File: src/rtl/sdram_port_arb.sv
// Two-port round-robin arbiter in front of an SDRAM core. Write bursts lock the
// grant until the last beat; a tag FIFO routes each response back to its port.
module sdram_port_arb #(
   parameter int unsigned TAG_DEPTH = 8
) (
   input  logic        clk_i,
   input  logic        rst_i,
   input  logic [3:0]  p0_wr_i,
   input  logic        p0_rd_i,
   input  logic [7:0]  p0_len_i,
   input  logic [31:0] p0_addr_i,
   input  logic [31:0] p0_write_data_i,
   output logic        p0_accept_o,
   output logic        p0_ack_o,
   output logic        p0_error_o,
   output logic [31:0] p0_read_data_o,
   input  logic [3:0]  p1_wr_i,
   input  logic        p1_rd_i,
   input  logic [7:0]  p1_len_i,
   input  logic [31:0] p1_addr_i,
   input  logic [31:0] p1_write_data_i,
   output logic        p1_accept_o,
   output logic        p1_ack_o,
   output logic        p1_error_o,
   output logic [31:0] p1_read_data_o,
   output logic [3:0]  ram_wr_o,
   output logic        ram_rd_o,
   output logic [7:0]  ram_len_o,
   output logic [31:0] ram_addr_o,
   output logic [31:0] ram_write_data_o,
   input  logic        ram_accept_i,
   input  logic        ram_ack_i,
   input  logic        ram_error_i,
   input  logic [31:0] ram_read_data_i,
   output logic        arb_err_o
);

   localparam int unsigned PTR_W = (TAG_DEPTH > 1) ? $clog2(TAG_DEPTH) : 1;
   localparam int unsigned CNT_W = PTR_W + 1;

   typedef enum logic {ST_IDLE, ST_LOCK} state_e;

   state_e                 state_q, state_d;
   logic                   gnt_q, gnt_d;
   logic                   lw_q, lw_d;
   logic [7:0]             beat_q, beat_d;
   logic [PTR_W-1:0]       wr_ptr_q, wr_ptr_d;
   logic [PTR_W-1:0]       rd_ptr_q, rd_ptr_d;
   logic [CNT_W-1:0]       cnt_q, cnt_d;
   logic [TAG_DEPTH-1:0]   tag_q, tag_d;
   logic                   arb_err_q, arb_err_d;

   logic        req0, req1, win, win_req, win_rd;
   logic [3:0]  win_wr;
   logic [7:0]  win_len;
   logic        fifo_full, fifo_empty, fwd, accept, pop, head;

   // Winner selection: round robin in IDLE, held grant in LOCK
   always_comb begin
      req0 = p0_rd_i | (|p0_wr_i);
      req1 = p1_rd_i | (|p1_wr_i);
      if (state_q == ST_LOCK)  win = gnt_q;
      else if (req0 && req1)   win = ~lw_q;
      else                     win = req1;
      win_req    = win ? req1     : req0;
      win_wr     = win ? p1_wr_i  : p0_wr_i;
      win_rd     = win ? p1_rd_i  : p0_rd_i;
      win_len    = win ? p1_len_i : p0_len_i;
      fifo_full  = (cnt_q == CNT_W'(TAG_DEPTH));
      fifo_empty = (cnt_q == '0);
      fwd        = win_req & ~fifo_full & ~rst_i;
      accept     = fwd & ram_accept_i;
      pop        = ram_ack_i & ~fifo_empty & ~rst_i;
      head       = tag_q[rd_ptr_q];
   end

   assign ram_wr_o         = fwd ? win_wr : 4'h0;
   assign ram_rd_o         = fwd & win_rd & (win_wr == 4'h0);
   assign ram_len_o        = win_len;
   assign ram_addr_o       = win ? p1_addr_i       : p0_addr_i;
   assign ram_write_data_o = win ? p1_write_data_i : p0_write_data_i;

   assign p0_accept_o    = accept & ~win;
   assign p1_accept_o    = accept & win;
   assign p0_ack_o       = pop & ~head;
   assign p1_ack_o       = pop & head;
   assign p0_error_o     = pop & ~head & ram_error_i;
   assign p1_error_o     = pop & head & ram_error_i;
   assign p0_read_data_o = (pop & ~head) ? ram_read_data_i : 32'h0;
   assign p1_read_data_o = (pop & head)  ? ram_read_data_i : 32'h0;
   assign arb_err_o      = arb_err_q;

   // Next-state: burst lock, tag FIFO bookkeeping, sticky orphan-ack flag
   always_comb begin
      state_d   = state_q;
      gnt_d     = gnt_q;
      lw_d      = lw_q;
      beat_d    = beat_q;
      wr_ptr_d  = wr_ptr_q;
      rd_ptr_d  = rd_ptr_q;
      cnt_d     = cnt_q;
      tag_d     = tag_q;
      arb_err_d = arb_err_q | (ram_ack_i & fifo_empty);

      case (state_q)
         ST_IDLE: begin
            if (accept) begin
               if ((win_wr != 4'h0) && (win_len != 8'd0)) begin
                  state_d = ST_LOCK;
                  gnt_d   = win;
                  beat_d  = win_len;
               end else begin
                  lw_d = win;
               end
            end
         end
         ST_LOCK: begin
            if (accept) begin
               if (beat_q == 8'd1) begin
                  state_d = ST_IDLE;
                  lw_d    = gnt_q;
                  beat_d  = 8'd0;
               end else begin
                  beat_d = beat_q - 8'd1;
               end
            end
         end
         default: state_d = ST_IDLE;
      endcase

      if (accept) begin
         tag_d[wr_ptr_q] = win;
         wr_ptr_d        = wr_ptr_q + PTR_W'(1);
      end
      if (pop) rd_ptr_d = rd_ptr_q + PTR_W'(1);
      case ({accept, pop})
         2'b10:   cnt_d = cnt_q + CNT_W'(1);
         2'b01:   cnt_d = cnt_q - CNT_W'(1);
         default: cnt_d = cnt_q;
      endcase
   end

   always_ff @(posedge clk_i) begin
      if (rst_i) begin
         state_q   <= ST_IDLE;
         gnt_q     <= 1'b0;
         lw_q      <= 1'b1;
         beat_q    <= 8'd0;
         wr_ptr_q  <= '0;
         rd_ptr_q  <= '0;
         cnt_q     <= '0;
         arb_err_q <= 1'b0;
      end else begin
         state_q   <= state_d;
         gnt_q     <= gnt_d;
         lw_q      <= lw_d;
         beat_q    <= beat_d;
         wr_ptr_q  <= wr_ptr_d;
         rd_ptr_q  <= rd_ptr_d;
         cnt_q     <= cnt_d;
         arb_err_q <= arb_err_d;
      end
   end

   // Tag storage needs no reset; only slots between the pointers are read
   always_ff @(posedge clk_i) begin
      tag_q <= tag_d;
   end

endmodule

File: config.mk
export PLATFORM = sky130hd
export DESIGN_NAME = sdram_port_arb
export DESIGN_NICKNAME = d
export VERILOG_FILES = /design/src/rtl/sdram_port_arb.sv
export SDC_FILE = /design/constraint.sdc
export NUM_CORES = 1
export LEC_CHECK = 0
export CORE_AREA = 2 2 133 135
export CTS_CLUSTER_DIAMETER = 200
export DETAILED_ROUTE_END_ITERATION = 10
export DIE_AREA = 0 0 135 137
export GPL_TIMING_DRIVEN = 0
export PLACE_DENSITY_LB_ADDON = 0.3
export SYNTH_ARGS = -nofsm -noshare
export SYNTH_HDL_FRONTEND = slang
export SYNTH_SLANG_ARGS = --single-unit
File: constraint.sdc
create_clock -name clk_i -period 3.55 [get_ports clk_i]
set_input_delay 0.355 -clock clk_i [delete_from_list [all_inputs] [get_ports clk_i]]
set_output_delay 0.355 -clock clk_i [all_outputs]
set_load 0.01 [all_outputs]
==> results by stage <==
Status:
- The run finished with clean final reports.

Critical path:
- The top cell family by delay on the critical path is buffers and inverters.
- The highest fanout seen on the critical path is 17.
- Data arrives at the worst endpoint at approximately 3200 ps.
- The worst setup path is of the in2out kind.
- STA classifies the critical path startpoint as an input pin.
- STA classifies the critical path endpoint as an output port.
- The launching instance or port of the critical path is p0_wr_i[0].
- The setup slack of the most critical reg-to-reg path is around 340 ps.
- In this run the worst setup path terminates at ram_len_o[3].
- The number of cells on the critical path is 11.
- The number of cells on the worst reg-to-reg path is 11.
- The critical path goes through clkdlybuf4s50_1 -> or4_1 -> buf_2 -> o21a_2 -> o31a_1 -> buf_6 -> inv_6 -> buf_6 -> nand2_1 -> nand2_1 -> clkdlybuf4s50_1.
- The data required time at the worst endpoint is 3190 ps.
- The beginning of the worst register-to-register path is cnt_q[1]$_SDFFE_PP0P_.
- The total buffers and inverters traversed by the critical path is 6.
- The worst register-to-register path ends at cnt_q[2]$_SDFFE_PP0P_.
- The slowest stage of the critical path belongs to the cell sky130_fd_sc_hd__clkdlybuf4s50_1.
- In this design, the stage delay of the slowest critical-path cell is around 540 ps.

Logic synthesis:
- The share of cell area taken by muxes after synthesis is 2.61%.
- The cell count after synthesis came out at between 500 and 600.
- The post-synthesis share of cell area spent on and, or, nand and nor gates is between 50% and 60%.
- For this run, asynchronously set or reset flops after synthesis account for 0%.
- The compound-gate portion of the synthesized area is ~14%.
- The share of synthesized area in the top cell type comes to 26.6%.
- The synthesized area divided by synthesized cell count is 6.15 um2.
- The synthesized-area fraction occupied by xor and xnor cells is 1.59%.
- The number of nets produced by synthesis is approximately 740.
- After synthesis the netlist holds a flip-flop and latch count of 30.
- The synthesized design contains 8 enable-type register cells.
- The synthesized netlist devotes under 10% of its cell area to adder and majority cells.
- The commonest cells after synthesis are 235 x sky130_fd_sc_hd__nand2_1, 35 x sky130_fd_sc_hd__and2_1, 35 x sky130_fd_sc_hd__and3_1.
- During synthesis, Yosys emitted a total of 0 warnings.
- Among all flip-flop cells after synthesis, the most frequent one is sky130_fd_sc_hd__dfxtp_1.
- The most frequent cell after synthesis is sky130_fd_sc_hd__nand2_1.
- By area the synthesized netlist is led by sky130_fd_sc_hd__nand2_1 27%, sky130_fd_sc_hd__dfxtp_1 13%, sky130_fd_sc_hd__edfxtp_1 7.3%.
- The synthesized netlist contains 52 unique library cells.
- The synthesized design spends more area on one cell type than any other, namely sky130_fd_sc_hd__nand2_1.
- The share of the Yosys chip area taken by registers is around a fifth.
- The largest family of logic cells by synthesized area is simple AND/OR/NAND/NOR gates.
- The synthesized cell area is ~3300 um2.

Global route:
- The global router's overall resource usage is around 17%.
- The number of global-route vias before repair is roughly 4500.
- The number of antenna violations at the first check in global routing is 1.
- Entering global routing, the biggest net connects 18 pins.
- The total overflow reported by the global router is 0.
- The wire length of the first global-routing pass is 25300 um.

Worst hold path:
- The path class of the lowest-slack min-delay path is reg2reg.

Floorplan:
- The total area inside the core boundary comes to around 17000 um2.
- The initial core utilization is roughly a fifth.
- The floorplan row count is 48.
- In this run the vertical extent of the chip is ~140 um.
- The floorplan step set the die width to 135 um.
- 339 I/O pins were placed.
- The floorplan die area is ~18000 um2.

Timing:
- Setup slack closes at approximately 40 ps.
- The remaining max-slew budget at the tightest pin is 50.5%.
- Based on the critical path, the design can be clocked at up to between 0.2 and 0.3 GHz.
- The setup-violating endpoint count in the final report is 0.
- The tightest hold margin is between 400 and 500 ps.
- The setup TNS after final layout is 0 ps.
- On the final layout, the worst clock skew is 1.59 ps.
- The measured slew at the worst slew-check pin is 734 ps.
- The worst path in the final design needs a cycle of ~3500 ps, including I/O delays and setup.
- Setup repair after global routing could not meet its margin everywhere.
- The total count of max-transition violations in the final report was 0.
- The final hold violation count is 0.
- The post-route fraction of the period consumed by the critical path is between 90% and 100%.

Place:
- Before CTS, the worst setup slack after placement is -301 ps.
- In this run the tool buffered the top-level ports with 337 buffer cells.
- The placed instance count is 1100.
- Once placement finished, the instance area stood at 6970 um2.
- Detailed placement finished with a half-perimeter wire length of around 15000 um.
- The final weighted congestion in routability-driven placement is between 0.8 and 0.9.

Cells and area:
- The core occupancy in the finished layout is 42.4%.
- For this run, the post-layout net count is about 1100.
- The signed area change from the synthesized netlist to the final layout is 119%.
- The post-route non-filler standard cell count is about 1100.
- Cells with a size suffix above 1 make up 4.87% of the layout.
- Once layout is done, the placed cells without fillers occupy 7230 um2.

CTS:
- The later pin in the worst-skew pair is clocked with a latency of around 270 ps.
- In this run the clock root is driven by a sky130_fd_sc_hd__clkbuf_16.
- The total CTS buffers is 5.
- Buffers added to address setup during post-CTS repair amount to 0.
- The TritonCTS clock tree is done.
- Hold repair after CTS inserted 0 buffers.
- The number of buffers between clock root and the deepest sink is 2.
- The total number of clock tree sinks is 30.
- Clock-pin slew was measured on the worst setup and hold paths at around 50 ps.
- CTS built an H-tree with a depth of 2.

Routing:
- For this run, design rule violations remaining after detail routing come to 0.
- Detailed routing inserted a total of 4898 vias.
- After detailed routing, the number of vias per cell comes to 4.42.
- The final layout contains routed wiring with a total length of ~17000 um.
- The first-pass iteration count of the detailed router is 4.
- Once detail routing completed, the nets flagged for antenna violations numbered 0.
- The DRC violation total after the first TritonRoute iteration is ~150.
- After detailed routing, the average wire length per cell comes to 15.6 um.

Power:
- The peak ir drop on the vdd network is roughly 0.18 mV.
- The completed layout was analyzed and its total power is about 1.8 mW.
- The total power per unit cell area is roughly 250 nW/um2.
- The leakage power figure is between 3 and 4 nW.

Run:
- Across the run, the number of max-cap violations was 0.
[where the power goes]
group / switching [mW] / internal, mW / leakage (nW)
clock: 0.138 / 0.277 / 0.0739
combinational: 0.440 / 0.535 / 2.92
sequential: 0.0304 / 0.379 / 0.254
[cells by family (layout without fill, tap and decap cells)]
| family | Yosys count | after routing |
|---|---|---|
| XOR/XNOR | 6 | 6 |
| AO/OA/AOI/OAI | 72 | 72 |
| other | 0 | 1 |
| AND/OR/NAND/NOR | 368 | 368 |
| buffers and inverters | 49 | 394 |
| adder cells (fa/ha/maj) | 7 | 7 |
| flip-flops | 30 | 30 |
| multiplexers | 6 | 6 |
[worst min-delay path: stages (launching register included)]
cell and delay (ps):
sky130_fd_sc_hd__dfxtp_1 320, sky130_fd_sc_hd__a31oi_1 40, sky130_fd_sc_hd__nor2_1 70
[what timing repair did]
item	CTS	global route
gates cloned	0	0
resized for setup	22	33
setup endpoints to repair	69	69
[how the worst min path moves through the flow]
stage / start / endpoint / slack, ps / cells past startpoint
finish: arb_err_o$_SDFF_PP0_ / arb_err_o$_SDFF_PP0_ / 460 / 2
global route: arb_err_o$_SDFF_PP0_ / arb_err_o$_SDFF_PP0_ / 520 / 2
CTS: arb_err_o$_SDFF_PP0_ / arb_err_o$_SDFF_PP0_ / 470 / 2
detailed placement: arb_err_o$_SDFF_PP0_ / arb_err_o$_SDFF_PP0_ / 460 / 2
global placement: arb_err_o$_SDFF_PP0_ / arb_err_o$_SDFF_PP0_ / 460 / 2
floorplan: rd_ptr_q[2]$_SDFFE_PP0P_ / rd_ptr_q[2]$_SDFFE_PP0P_ / 470 / 2
[placed cells by master (no fill, tap or decap), drive strengths merged, types with 4 or more instances in the layout]
cell           count
ha                 7
nand2            235
clkbuf            28
or3                5
and2              35
dlymetal6s2s      22
nor4              10
buf               14
a21oi             18
nor2              18
o211ai             9
a211oi             4
nor3               8
or4                5
dfxtp             22
xor2               4
edfxtp             8
and3              35
inv               13
clkdlybuf4s50    307
o21ai             18
dlygate4sd2        8
o311ai             6
[registers in the layout, indices dropped and copies added, names as in the netlist]
register   count
arb_err_o      1
beat_q         8
cnt_q          4
gnt_q          1
lw_q           1
rd_ptr_q       3
state_q        1
tag_q          8
wr_ptr_q       3
[area by class of cell]
type / instances / area [um2]
tap: 225 / 282
fill: 1805 / 9820
buffer: 35 / 210
timing repair buffer: 337 / 3420
multi-input combinational: 459 / 2440
antenna: 1 / 2.50
clock inverter: 1 / 5.00
clock buffer: 7 / 143
sequential: 30 / 681
inverter: 14 / 57.6
[layer usage]
metal	global-route usage, %	share of wire [%]
met5	0	0
met4	3.07	2.3
met3	5.74	10
met2	34.1	52
met1	18.3	35
(Power assumes the default switching activity.)
